==> config.mk <==
export PLATFORM = sky130hd
export DESIGN_NAME = nibble_serial_adder_ctrl
export DESIGN_NICKNAME = d
export VERILOG_FILES = /design/src/rtl/nibble_serial_adder_ctrl_pkg.sv /design/src/rtl/nibble_serial_adder_ctrl_ripple.sv /design/src/rtl/nibble_serial_adder_ctrl.sv
export SDC_FILE = /design/constraint.sdc
export NUM_CORES = 1
export LEC_CHECK = 0
export BUFFER_PORTS_ARGS = -buffer_cell sky130_fd_sc_hd__buf_2
export CAP_MARGIN = 20
export CORE_ASPECT_RATIO = 2
export CORE_MARGIN = 5
export CORE_UTILIZATION = 55
export DETAILED_ROUTE_END_ITERATION = 7
export PLACE_DENSITY = 0.78
export SYNTH_ARGS = -nofsm -noshare
export SYNTH_HDL_FRONTEND = slang
export SYNTH_SLANG_ARGS = --single-unit
==> constraint.sdc <==
create_clock -name clk -period 3.5 [get_ports clk]
set_input_delay 0.7 -clock clk [delete_from_list [all_inputs] [get_ports clk]]
set_output_delay 0.7 -clock clk [all_outputs]
set_load 0.02 [all_outputs]
==> src/rtl/nibble_serial_adder_ctrl_pkg.sv <==
`default_nettype none
// ============================================================================
// Module      : nibble_serial_adder_ctrl_pkg
// Description : Shared definitions for the nibble-serial adder sequencer:
//               FSM state encodings and the nibble-index counter width helper.
// Revision    : 1.0 - initial release
// ============================================================================
package nibble_serial_adder_ctrl_pkg;

    // Sequencer states; encodings are fixed so they stay stable across builds.
    typedef enum logic [1:0] {
        IDLE = 2'b00,
        RUN  = 2'b01,
        DONE = 2'b10
    } nsa_state_t;

    // Counter width for the nibble index: max(1, clog2(nibbles)).
    function automatic int nsa_cnt_width(input int nibbles);
        return (nibbles <= 1) ? 1 : $clog2(nibbles);
    endfunction

endpackage
`default_nettype wire

==> src/rtl/nibble_serial_adder_ctrl_ripple.sv <==
`default_nettype none
// ============================================================================
// Module      : rippleAdder4
// Description : 4-bit ripple-carry adder, the shared datapath element of the
//               nibble-serial adder sequencer.
// Ports       : a, b  - 4-bit addends
//               cin   - carry in
//               sum   - 4-bit sum
//               cout  - carry out of bit 3
// Revision    : 1.0 - initial release
// ============================================================================
module rippleAdder4 (
    input  logic [3:0] a,
    input  logic [3:0] b,
    input  logic       cin,
    output logic [3:0] sum,
    output logic       cout
);

    logic [4:0] carry;

    assign carry[0] = cin;

    for (genvar i = 0; i < 4; i++) begin : g_bit
        assign sum[i]     = a[i] ^ b[i] ^ carry[i];
        assign carry[i+1] = (a[i] & b[i]) | (carry[i] & (a[i] ^ b[i]));
    end

    assign cout = carry[4];

endmodule
`default_nettype wire

==> src/rtl/nibble_serial_adder_ctrl.sv <==
`default_nettype none
// ============================================================================
// Module      : nibble_serial_adder_ctrl
// Description : Adds two WIDTH-bit operands through one 4-bit ripple adder,
//               one nibble per clock, LSB nibble first. The inter-nibble carry
//               is held in a register. Handshake: start / busy / done pulse.
// Ports       : clk, rst_n      - clock, asynchronous active-low reset
//               start           - request, sampled only in IDLE
//               a, b, cin       - operands and carry-in, captured on start
//               sub             - subtract select (only with NSA_SUB_EN)
//               busy            - high while nibbles are being processed
//               done            - one-cycle completion pulse
//               sum, cout, ovf  - registered result, held until next done
// Options     : `define NSA_SUB_EN adds the sub port (A - B via ~B + 1).
// Revision    : 1.0 - initial release
// ============================================================================
module nibble_serial_adder_ctrl
    import nibble_serial_adder_ctrl_pkg::*;
#(
    parameter int WIDTH = 16
) (
    input  logic             clk,
    input  logic             rst_n,
    input  logic             start,
    input  logic [WIDTH-1:0] a,
    input  logic [WIDTH-1:0] b,
    input  logic             cin,
`ifdef NSA_SUB_EN
    input  logic             sub,
`endif
    output logic             busy,
    output logic             done,
    output logic [WIDTH-1:0] sum,
    output logic             cout,
    output logic             ovf
);

    localparam int NIBBLES = WIDTH / 4;
    localparam int CNT_W   = nsa_cnt_width(NIBBLES);
    localparam logic [CNT_W-1:0] LAST_IDX = CNT_W'(NIBBLES - 1);

    if ((WIDTH < 4) || ((WIDTH % 4) != 0)) begin : g_width_check
        $error("nibble_serial_adder_ctrl: WIDTH must be a multiple of 4 and >= 4");
    end

    nsa_state_t                state, state_next;
    logic [CNT_W-1:0]          idx;
    logic                      carry;
    logic [NIBBLES-1:0][3:0]   op_a, op_b, result, full_result;
    logic [WIDTH-1:0]          b_eff;
    logic                      cin_eff;
    logic [3:0]                add_sum;
    logic                      add_cout;

    // Subtraction is folded into capture: storing ~B and forcing carry-in to 1
    // means the RUN datapath and the overflow check only ever see B'.
`ifdef NSA_SUB_EN
    assign b_eff   = sub ? ~b : b;
    assign cin_eff = sub ? 1'b1 : cin;
`else
    assign b_eff   = b;
    assign cin_eff = cin;
`endif

    rippleAdder4 u_adder (
        .a    (op_a[idx]),
        .b    (op_b[idx]),
        .cin  (carry),
        .sum  (add_sum),
        .cout (add_cout)
    );

    // Result including the nibble being computed this cycle, so the final
    // edge can publish a complete value without a partial-nibble window.
    always_comb begin
        full_result      = result;
        full_result[idx] = add_sum;
    end

    always_ff @(posedge clk or negedge rst_n) begin
        if (!rst_n) begin
            state <= IDLE;
        end else begin
            state <= state_next;
        end
    end

    always_comb begin
        state_next = IDLE;
        busy       = 1'b0;
        done       = 1'b0;
        case (state)
            IDLE: state_next = start ? RUN : IDLE;
            RUN: begin
                busy       = 1'b1;
                state_next = (idx == LAST_IDX) ? DONE : RUN;
            end
            DONE: begin
                done       = 1'b1;
                state_next = IDLE;
            end
            default: state_next = IDLE;
        endcase
    end

    always_ff @(posedge clk or negedge rst_n) begin
        if (!rst_n) begin
            idx    <= '0;
            carry  <= 1'b0;
            op_a   <= '0;
            op_b   <= '0;
            result <= '0;
            sum    <= '0;
            cout   <= 1'b0;
            ovf    <= 1'b0;
        end else begin
            case (state)
                IDLE: begin
                    if (start) begin
                        op_a  <= a;
                        op_b  <= b_eff;
                        carry <= cin_eff;
                        idx   <= '0;
                    end
                end
                RUN: begin
                    result[idx] <= add_sum;
                    carry       <= add_cout;
                    if (idx == LAST_IDX) begin
                        idx  <= '0;
                        sum  <= full_result;
                        cout <= add_cout;
                        ovf  <= (op_a[NIBBLES-1][3] == op_b[NIBBLES-1][3]) &&
                                (full_result[NIBBLES-1][3] != op_a[NIBBLES-1][3]);
                    end else begin
                        idx <= idx + CNT_W'(1);
                    end
                end
                default: ;
            endcase
        end
    end

endmodule
`default_nettype wire

==> flow_summary.toml <==
[outcome]
status = "finished clean"

[final_layout]
finalNetCount = 326
layout_common_cells = "dfrtp_1, buf_2, mux2_4, nand2_1, o21ai_0"
drive_gt1_share_pct = 43.21
diodes = 0
final_common_cell = "dfrtp_1"
fill_cells = 450
area_growth_syn_to_layout_pct = 18.44
design_area_mm2 = 0.003785

[setup_path]
endpoint_kind = "flop"
worst-endpoint-required_ns = 3.74
crit_arrival_ns = 3.54
path_buf_inv = 3
path_max_fanout = 7
crit_chain = "mux4_2 > fa_1 > inv_1 > fa_1 > inv_1 > fa_1 > inv_1 > fa_1 > or3_1 > a31oi_1"
cpMostUsedCell = "fa_1"
path_delay_family = "adder cells"
slowest_stage = "mux4_2"
crit_path_start_kind = "flop"
reg2reg_slack_ns = 0.20
critical_path.max_stage_delay_ns = 0.56
path_class = "reg -> reg"

[floorplan]
die_area_mm2 = 0.007527
core_mm2 = 0.005709
die_h_um = 117.8
start_util_pct = 55.97
rows = 39
dieWidth_um = 63.90
ioPinCount = 56

[power_and_ir_drop]
power_leakage_nw = 1.852
powerDensity_mw_per_mm2 = 1189
ir_drop_mv = 1.001

[cts]
clk_latency_ns = 0.32
cts_tree = "yes"
cts_sinks = 67
ctsResizeCount = 0
clockRootBuffer = "clkbuf_16"
cts-htree-levels = 3
postCtsSetupRepairBufs = 0
hold_buffers = 0
cts_buffers = 9
clockBufferDepth = 2
path_clk_slew_ns = 0.05

[global_route]
grt.total_usage_pct = 17.79
grt_max_degree = 53
grt-ovfl-total = 0
grt_pass1_vias = 2139
grt_pass1_wl_mm = 10.21
antenna_found_initial = 0

[sta]
period_minus_slack_ns = 3.297
rsz0062_at_grt = "false"
skew_ns = 0.006970
fin_ws_ns = 0.2033
worst_slew_pin_slew_ns = 0.7074
period_share_pct = 94.19
setup_viol_count_final = 0
slew_headroom_pct = 52.84
setup-tns-final_ns = 0
timing.final.max_slew_violations = 0
timing.fmax_mhz = 303.3
hold_viol_final = 0

[routing]
viasPerCell = 5.489
dr_wl_met2_mm = 3.280
wl_per_cell_um = 17.37
firstDrtPassIters = 4
wl_met3_um = 292
num_vias = 1910
drtIter0Drc = 79
ant_nets = 0
wl_met1_mm = 2.198
drcViolationCount = 0
routed_wl_mm = 6.045
dr.max_layer_used = "met4"

[synth]
syn_avg_cell_area_um2 = 14.27
yosysWarnings = 0
synth_area_leader_cell = "dfrtp_1"
mappedNetlistArea_mm2 = 0.003196
ys_seq_elements = 67
yosysTopAreaCellShare_pct = 52.47
synth_nets = 268
synth-main-ff-cell = "dfrtp_1"
synthArstFlopShare_pct = 100.0
synth_edf_count = 0
ys_types = 33
synth_area_leaders = "dfrtp_1, mux2_4, mux4_2, mux2i_1, mux2_2"
synthCells = 224
ys_seq_area_share_pct = 52.47

[placement]
dp_hpwl_mm = 4.513
dp_slack_ns = 0.2070
place_congestion = 0.7753
port_buffers = 55
placedInstanceArea_mm2 = 0.003457

[flow_run]
max-cap-violations = 0

[min_path]
hold_class = "in -> async"
[path summary, 6_finish.rpt]
kind | cells past startpoint | from | to
max | 10 | idx[0] | ovf
min | 1 | rst_n | sum[6]
max reg2reg | 10 | idx[0] | ovf
min reg2reg | 2 | sum[8] | sum[8]
max in group asynchronous | 3 | rst_n | carry
min in group clk | 2 | sum[8] | sum[8]
[logic make-up (layout without fill, tap and decap cells)]
family          after synthesis  count (layout)  synth area share (%)
fa+ha+maj                     8               8                 4.072
simple gates                 33              33                 5.912
compound gates               30              30                 5.247
mux                          60              60                 27.02
buf+inv                      26              89                 5.285
flops                        67              67                 52.47
[area by class of cell]
type                            count  area (µm²)  share of cell area (%)
Clock buffer                       15       277.8                   7.339
Tap cell                           61       76.32                   2.017
Multi-Input combinational cell    131        1350                   35.67
Timing Repair Buffer               60       325.3                   8.595
Clock inverter                      1       30.03                  0.7934
Inverter                           13       48.80                   1.289
Sequential cell                    67        1677                   44.30
[power breakdown]
part,internal [W],switching (W)
clock,0.000610,0.000296
sequential,0.00117,0.000263
combinational,0.00106,0.00110
[worst reg2reg max path: cells and delay by family (launching register included)]
kind                       cells  cell delay, ns
DFF                            1            0.49
muxes                          1            0.56
AOI/OAI and AO/OA              1            0.17
and+or+nand+nor                1            0.39
adders and majority gates      4            1.40
buffers and inverters          3            0.22
[Yosys cell counts, types with 2 or more instances]
cell type / n
dfrtp_1: 67
mux2_4: 30
nand2_1: 22
o21ai_0: 20
inv_1: 13
mux2i_1: 12
mux2_2: 10
mux4_2: 8
buf_2: 5
fa_1: 4
ha_1: 4
buf_12: 3
nand3b_1: 3
a21oi_1: 2
buf_4: 2
nor2b_1: 2
[registers in the layout, indices dropped and copies added, names as in the netlist]
register / flops
cout: 1
idx: 2
op_b: 16
ovf: 1
result: 12
carry: 1
op_a: 16
sum: 16
state: 2
[through the flow]
step | cells | util, % | hold WS [ns] | total power (W)
final | 348 | 66.29 | 0.2813 | 0.004499
after global routing | 348 | 66.29 | 0.2997 | 0.004841
after CTS | 347 | 65.94 | 0.4773 | 0.004560
after detailed placement | 331 | 60.55 | 0.4661 | 0.003625
after global placement | 331 | 60.55 | 0.4586 | 0.003559
after floorplan | 224 | - | 0.4044 | 0.003097
[per-layer routing]
metal | track usage [%] | up-vias
met2 | 30.16 | 62
li1 | - | 897
met5 | 0 | -
met4 | 11.83 | 0
met1 | 18.24 | 932
met3 | 5.062 | 19
No activity file was read; power rests on OpenSTA's default activity.
